--- src/rtl/pll_lock_reset_seq.sv ---
`default_nettype none
// +--------------------------------------------------------------------------+
// | pll_lock_reset_seq: turns the PLL lock indication into a qualified,       |
// | synchronous system reset, blanking the LED panel before reset on loss.     |
// | Revision: 1.0                                                             |
// +--------------------------------------------------------------------------+
module pll_lock_reset_seq #(
   parameter int QUALIFY_CYCLES = 1024,
   parameter int HOLD_CYCLES    = 16,
   parameter int DRAIN_TIMEOUT  = 256,
   parameter int LOSS_CNT_W     = 8
) (
   input  logic                  clk,
   input  logic                  reset,
   input  logic                  locked,
   input  logic                  blank_ack,
   output logic                  sys_reset,
   output logic                  blank_req,
   output logic                  ready,
   output logic [LOSS_CNT_W-1:0] loss_count,
   output logic [2:0]            state
);

   localparam logic [2:0] c_WAIT_LOCK = 3'd0;
   localparam logic [2:0] c_QUALIFY   = 3'd1;
   localparam logic [2:0] c_HOLD      = 3'd2;
   localparam logic [2:0] c_RUN       = 3'd3;
   localparam logic [2:0] c_DRAIN     = 3'd4;

   localparam int c_MAX_QH  = (QUALIFY_CYCLES > HOLD_CYCLES) ? QUALIFY_CYCLES : HOLD_CYCLES;
   localparam int c_MAX_CNT = (c_MAX_QH > DRAIN_TIMEOUT) ? c_MAX_QH : DRAIN_TIMEOUT;
   localparam int c_CNT_W   = (c_MAX_CNT > 1) ? $clog2(c_MAX_CNT) : 1;

   localparam logic [c_CNT_W-1:0] c_QUAL_LAST  = c_CNT_W'(QUALIFY_CYCLES - 1);
   localparam logic [c_CNT_W-1:0] c_HOLD_LAST  = c_CNT_W'(HOLD_CYCLES - 1);
   localparam logic [c_CNT_W-1:0] c_DRAIN_LAST = c_CNT_W'(DRAIN_TIMEOUT - 1);

   logic                  r_sync1;
   logic                  r_lk_s;
   logic [2:0]            r_state;
   logic [c_CNT_W-1:0]    r_cnt;
   logic                  r_sys_reset;
   logic                  r_blank_req;
   logic                  r_ready;
   logic [LOSS_CNT_W-1:0] r_loss_count;

   logic [2:0]            w_next_state;
   logic [c_CNT_W-1:0]    w_cnt_next;
   logic                  w_loss_inc;

   // One shared counter: each timed state starts it from zero on entry.
   always_comb begin
      w_next_state = r_state;
      w_cnt_next   = r_cnt + 1'b1;
      w_loss_inc   = 1'b0;
      case (r_state)
         c_WAIT_LOCK: begin
            w_cnt_next = '0;
            if (r_lk_s) begin
               w_next_state = c_QUALIFY;
            end
         end
         c_QUALIFY: begin
            if (!r_lk_s) begin
               w_next_state = c_WAIT_LOCK;
               w_cnt_next   = '0;
            end else if (r_cnt == c_QUAL_LAST) begin
               w_next_state = c_HOLD;
               w_cnt_next   = '0;
            end
         end
         c_HOLD: begin
            if (!r_lk_s) begin
               w_next_state = c_WAIT_LOCK;
               w_cnt_next   = '0;
            end else if (r_cnt == c_HOLD_LAST) begin
               w_next_state = c_RUN;
               w_cnt_next   = '0;
            end
         end
         c_RUN: begin
            w_cnt_next = '0;
            if (!r_lk_s) begin
               w_next_state = c_DRAIN;
               w_loss_inc   = 1'b1;
            end
         end
         c_DRAIN: begin
            // Returning lock is deliberately ignored until the drain completes.
            if (blank_ack || (r_cnt == c_DRAIN_LAST)) begin
               w_next_state = c_WAIT_LOCK;
               w_cnt_next   = '0;
            end
         end
         default: begin
            w_next_state = c_WAIT_LOCK;
            w_cnt_next   = '0;
         end
      endcase
   end

   // Outputs are decoded from the next state so they change on the same edge.
   always_ff @(posedge clk or posedge reset) begin
      if (reset) begin
         r_sync1      <= 1'b0;
         r_lk_s       <= 1'b0;
         r_state      <= c_WAIT_LOCK;
         r_cnt        <= '0;
         r_sys_reset  <= 1'b1;
         r_blank_req  <= 1'b0;
         r_ready      <= 1'b0;
         r_loss_count <= '0;
      end else begin
         r_sync1     <= locked;
         r_lk_s      <= r_sync1;
         r_state     <= w_next_state;
         r_cnt       <= w_cnt_next;
         r_sys_reset <= !((w_next_state == c_RUN) || (w_next_state == c_DRAIN));
         r_blank_req <= (w_next_state == c_DRAIN);
         r_ready     <= (w_next_state == c_RUN);
         if (w_loss_inc && (r_loss_count != {LOSS_CNT_W{1'b1}})) begin
            r_loss_count <= r_loss_count + 1'b1;
         end
      end
   end

   assign sys_reset  = r_sys_reset;
   assign blank_req  = r_blank_req;
   assign ready      = r_ready;
   assign loss_count = r_loss_count;
   assign state      = r_state;

endmodule
`default_nettype wire

--- config.mk ---
export PLATFORM = sky130hd
export DESIGN_NAME = pll_lock_reset_seq
export DESIGN_NICKNAME = d
export VERILOG_FILES = /design/src/rtl/pll_lock_reset_seq.sv
export SDC_FILE = /design/constraint.sdc
export NUM_CORES = 1
export LEC_CHECK = 0
export CORE_UTILIZATION = 57
export DETAILED_ROUTE_END_ITERATION = 10
export GPL_TIMING_DRIVEN = 0
export PLACE_DENSITY = 0.83
export SYNTH_ARGS = -nofsm -noshare
export SYNTH_HDL_FRONTEND = slang
export SYNTH_SLANG_ARGS = --single-unit
export TNS_END_PERCENT = 30
--- constraint.sdc ---
create_clock -name clk -period 2.5 [get_ports clk]
set_input_delay 0.625 -clock clk [delete_from_list [all_inputs] [get_ports clk]]
set_output_delay 0.625 -clock clk [all_outputs]
set_load 0.03 [all_outputs]
==> impl_metrics.toml <==
[status]
status = "finished, final reports clean"

[setup_path]
slowest_stage = "clkdlybuf4s50_1"
crit_path_start = "state[2]"
worstSetupEndpointType = "output port"
rr_startpoint = "r_cnt[0]"
cpPeakStageDelay_ns = 0.71
start_kind = "flop"
critical_path_buf_inv_count = 1
crit_chain = "clkdlybuf4s50_1"
reg2reg_slack_ns = 0.65
r2r_cells = 6
crit_required_ns = 1.88
critical_path_arrival_ns = 1.52
path_class = "reg2out"
crit_family = "buffers and inverters"
rr_endpoint = "r_cnt[8]"
path_max_fanout = 8

[clock_tree]
clock_latency_ns = 0.32
holdBufCountCts = 0
postCtsSetupBuffers = 0
cts_resized = 0
path_clk_slew_ns = 0.14
htree_levels = 1
cts_root_buf = "clkbuf_4"
cts_buffers = 3
clk_path_buf_depth = 2
cts_tree = "yes"
cts_sinks = 26

[cells_and_area]
layout-drive-gt1-share_pct = 14.2
fin_cells = 154
n_antenna_cell = 0
layout.nets = 134
syn2layout_area_growth_pct = 20.2

[flow_run]
maxCapViolCount = 0

[logic_synthesis]
synthFlopType = "dfrtp_1"
synthTopCellsByArea = "dfrtp_1 (49%), xor2_1 (7.6%), xnor2_1 (3.5%)"
yosys_warnings = 0
syn-num-nets = 112
synth.distinct_cells = 35
synth.ff_latch_count = 26
synth_edf_count = 0
yosysTopAreaCellShare_pct = 49.3
yosys.area.top_type = "dfrtp_1"
synth.top_cells.by_count = "dfrtp_1 (25), xor2_1 (11), a21oi_1 (8), nand2_1 (8)"
synth_seq_area_share_pct = 51.4
avgSynthCellArea_um2 = 12.0
synth.most_common_cell = "dfrtp_1"
synthArstFlopShare_pct = 100
synth_area_mm2 = 0.00127
synthesis.instances = 106

[timing]
post-route-period-util_pct = 85.6
fmax_mhz = 467
fin_crit_ns = 2.14
finalHoldViolations = 0
final-setup-viol-count = 0
rsz0062_at_grt = "false"
slew_headroom_pct = 36.1
worstMarginPinSlew_ns = 0.957
finClkSkew_ns = 0.00254
whs_ns = 0.379
fin_tns_setup_ns = 0
slew_viol_final = 0

[placement]
dp_cells = 150
hpwlAfterDp_um = 1620
port-buffer-count = 17
gp_routability_congestion = 0.853

[power_and_ir_drop]
power.density_mw_per_mm2 = 490
seqPwrFrac_pct = 57.3
combPwrFrac_pct = 4.6
ir_worst_vdd_v = 0.000332
p_leak_nw = 0.677
clockPowerShare_pct = 38.1
p_int_uw = 600
switching_power_uw = 147
switching_share_pct = 19.7

[global_route]
grt_pass1_wl_um = 4200
grt_pass1_vias = 930
gr-usage-all-layers_pct = 23.0
antenna_found_initial = 0
grt_max_degree = 27
grt_overflow = 0

[detailed_routing]
drt.antenna.violating_nets = 0
highest_layer = "met4"
met2WireLength_um = 1160
wl_per_cell_um = 14.8
viasPerCell = 5.75
dr_wl_met3_um = 63
wl_met1_um = 1010
route.detailed.drc = 0
drt_wl_total_um = 2280
drtPass1Iterations = 4
vias = 885
drt-initial-drc-count = 13

[die]
io_pins = 18
die_w_um = 49.2
start_util_pct = 62.7
die_area_mm2 = 0.00242
core_mm2 = 0.00202
row_count = 16
die_h_um = 49.2

[worst_hold_path]
worstHoldStart = "r_sync1"
holdPathEnd = "r_lk_s"
hold_depth = 0
min_path_type = "reg2reg"
worst max-delay path by stage:
stage,end,slack (ns),depth (start not counted)
after global placement,r_cnt[2],0.42,5
final,state[2],0.36,1
after detailed placement,r_cnt[0],0.38,5
after CTS,sys_reset,0.36,1
after floorplan,loss_count[5],0.83,5
after global routing,state[2],0.28,1
placed cells by master, fill, tap and decap left out, drive strengths merged, types with 2 or more instances in the layout:
| master | synthesis | routed |
|---|---|---|
| dfrtp | 25 | 25 |
| clkdlybuf4s50 | 0 | 17 |
| xor2 | 11 | 11 |
| nand2 | 9 | 9 |
| a21oi | 9 | 9 |
| nand3 | 6 | 6 |
| xnor2 | 5 | 5 |
| and3 | 4 | 4 |
| and4 | 4 | 4 |
| buf | 3 | 3 |
| nor2 | 3 | 3 |
| inv | 3 | 3 |
| clkbuf | 0 | 3 |
| o21ai | 2 | 2 |
| nand4 | 2 | 2 |
| ha | 2 | 2 |
| nand4bb | 2 | 2 |
per-stage QoR:
stage               util, %  area (um2)  total power [mW]  setup WS, ns
floorplan                 -        1270             0.458         0.829
global placement       72.8        1470             0.469         0.417
detailed placement     72.8        1470             0.471         0.382
CTS                    75.4        1530             0.751         0.356
global route           75.4        1530             0.774         0.279
finish                 75.4        1530             0.747         0.360
power by group through the flow:
stage,clock network (mW),logic [mW],registers [mW]
final,0.285,0.0344,0.428
after global routing,0.307,0.0390,0.428
after CTS,0.288,0.0353,0.428
after detailed placement,0,0.0350,0.436
after global placement,0,0.0335,0.435
after floorplan,0,0.0212,0.437
per-layer routing:
metal	track usage, %	vias to the layer above
met2	40.0	18
met5	0	-
met3	3.12	6
li1	-	429
met1	28.8	432
met4	8.82	0
flip-flops by register name (all words and copies together), names as in the netlist:
signal,flops
r_cnt,10
r_sync1,1
ready,1
loss_count,8
blank_req,1
r_lk_s,1
sys_reset,1
state,3
area by class of cell:
class	instances	area (um2)
tap	27	33.8
clock buffer	3	22.5
timing repair buffer	17	170
multi-input combinational	74	572
fill	140	497
clock inverter	1	30.0
sequential	26	652
inverter	3	11.3
buffer	3	33.8
cells by family (layout without fill, tap and decap cells):
kind of cell | after synthesis | count (layout) | synth area share [%]
DFF | 26 | 26 | 51.4
AOI/OAI and AO/OA | 22 | 22 | 13.8
and+or+nand+nor | 33 | 33 | 17.4
buffers and inverters | 6 | 27 | 3.55
xor gates and xnor gates | 16 | 16 | 11.0
muxes | 1 | 1 | 0.888
adders and majority gates | 2 | 2 | 1.97
(Power assumes the default switching activity.)
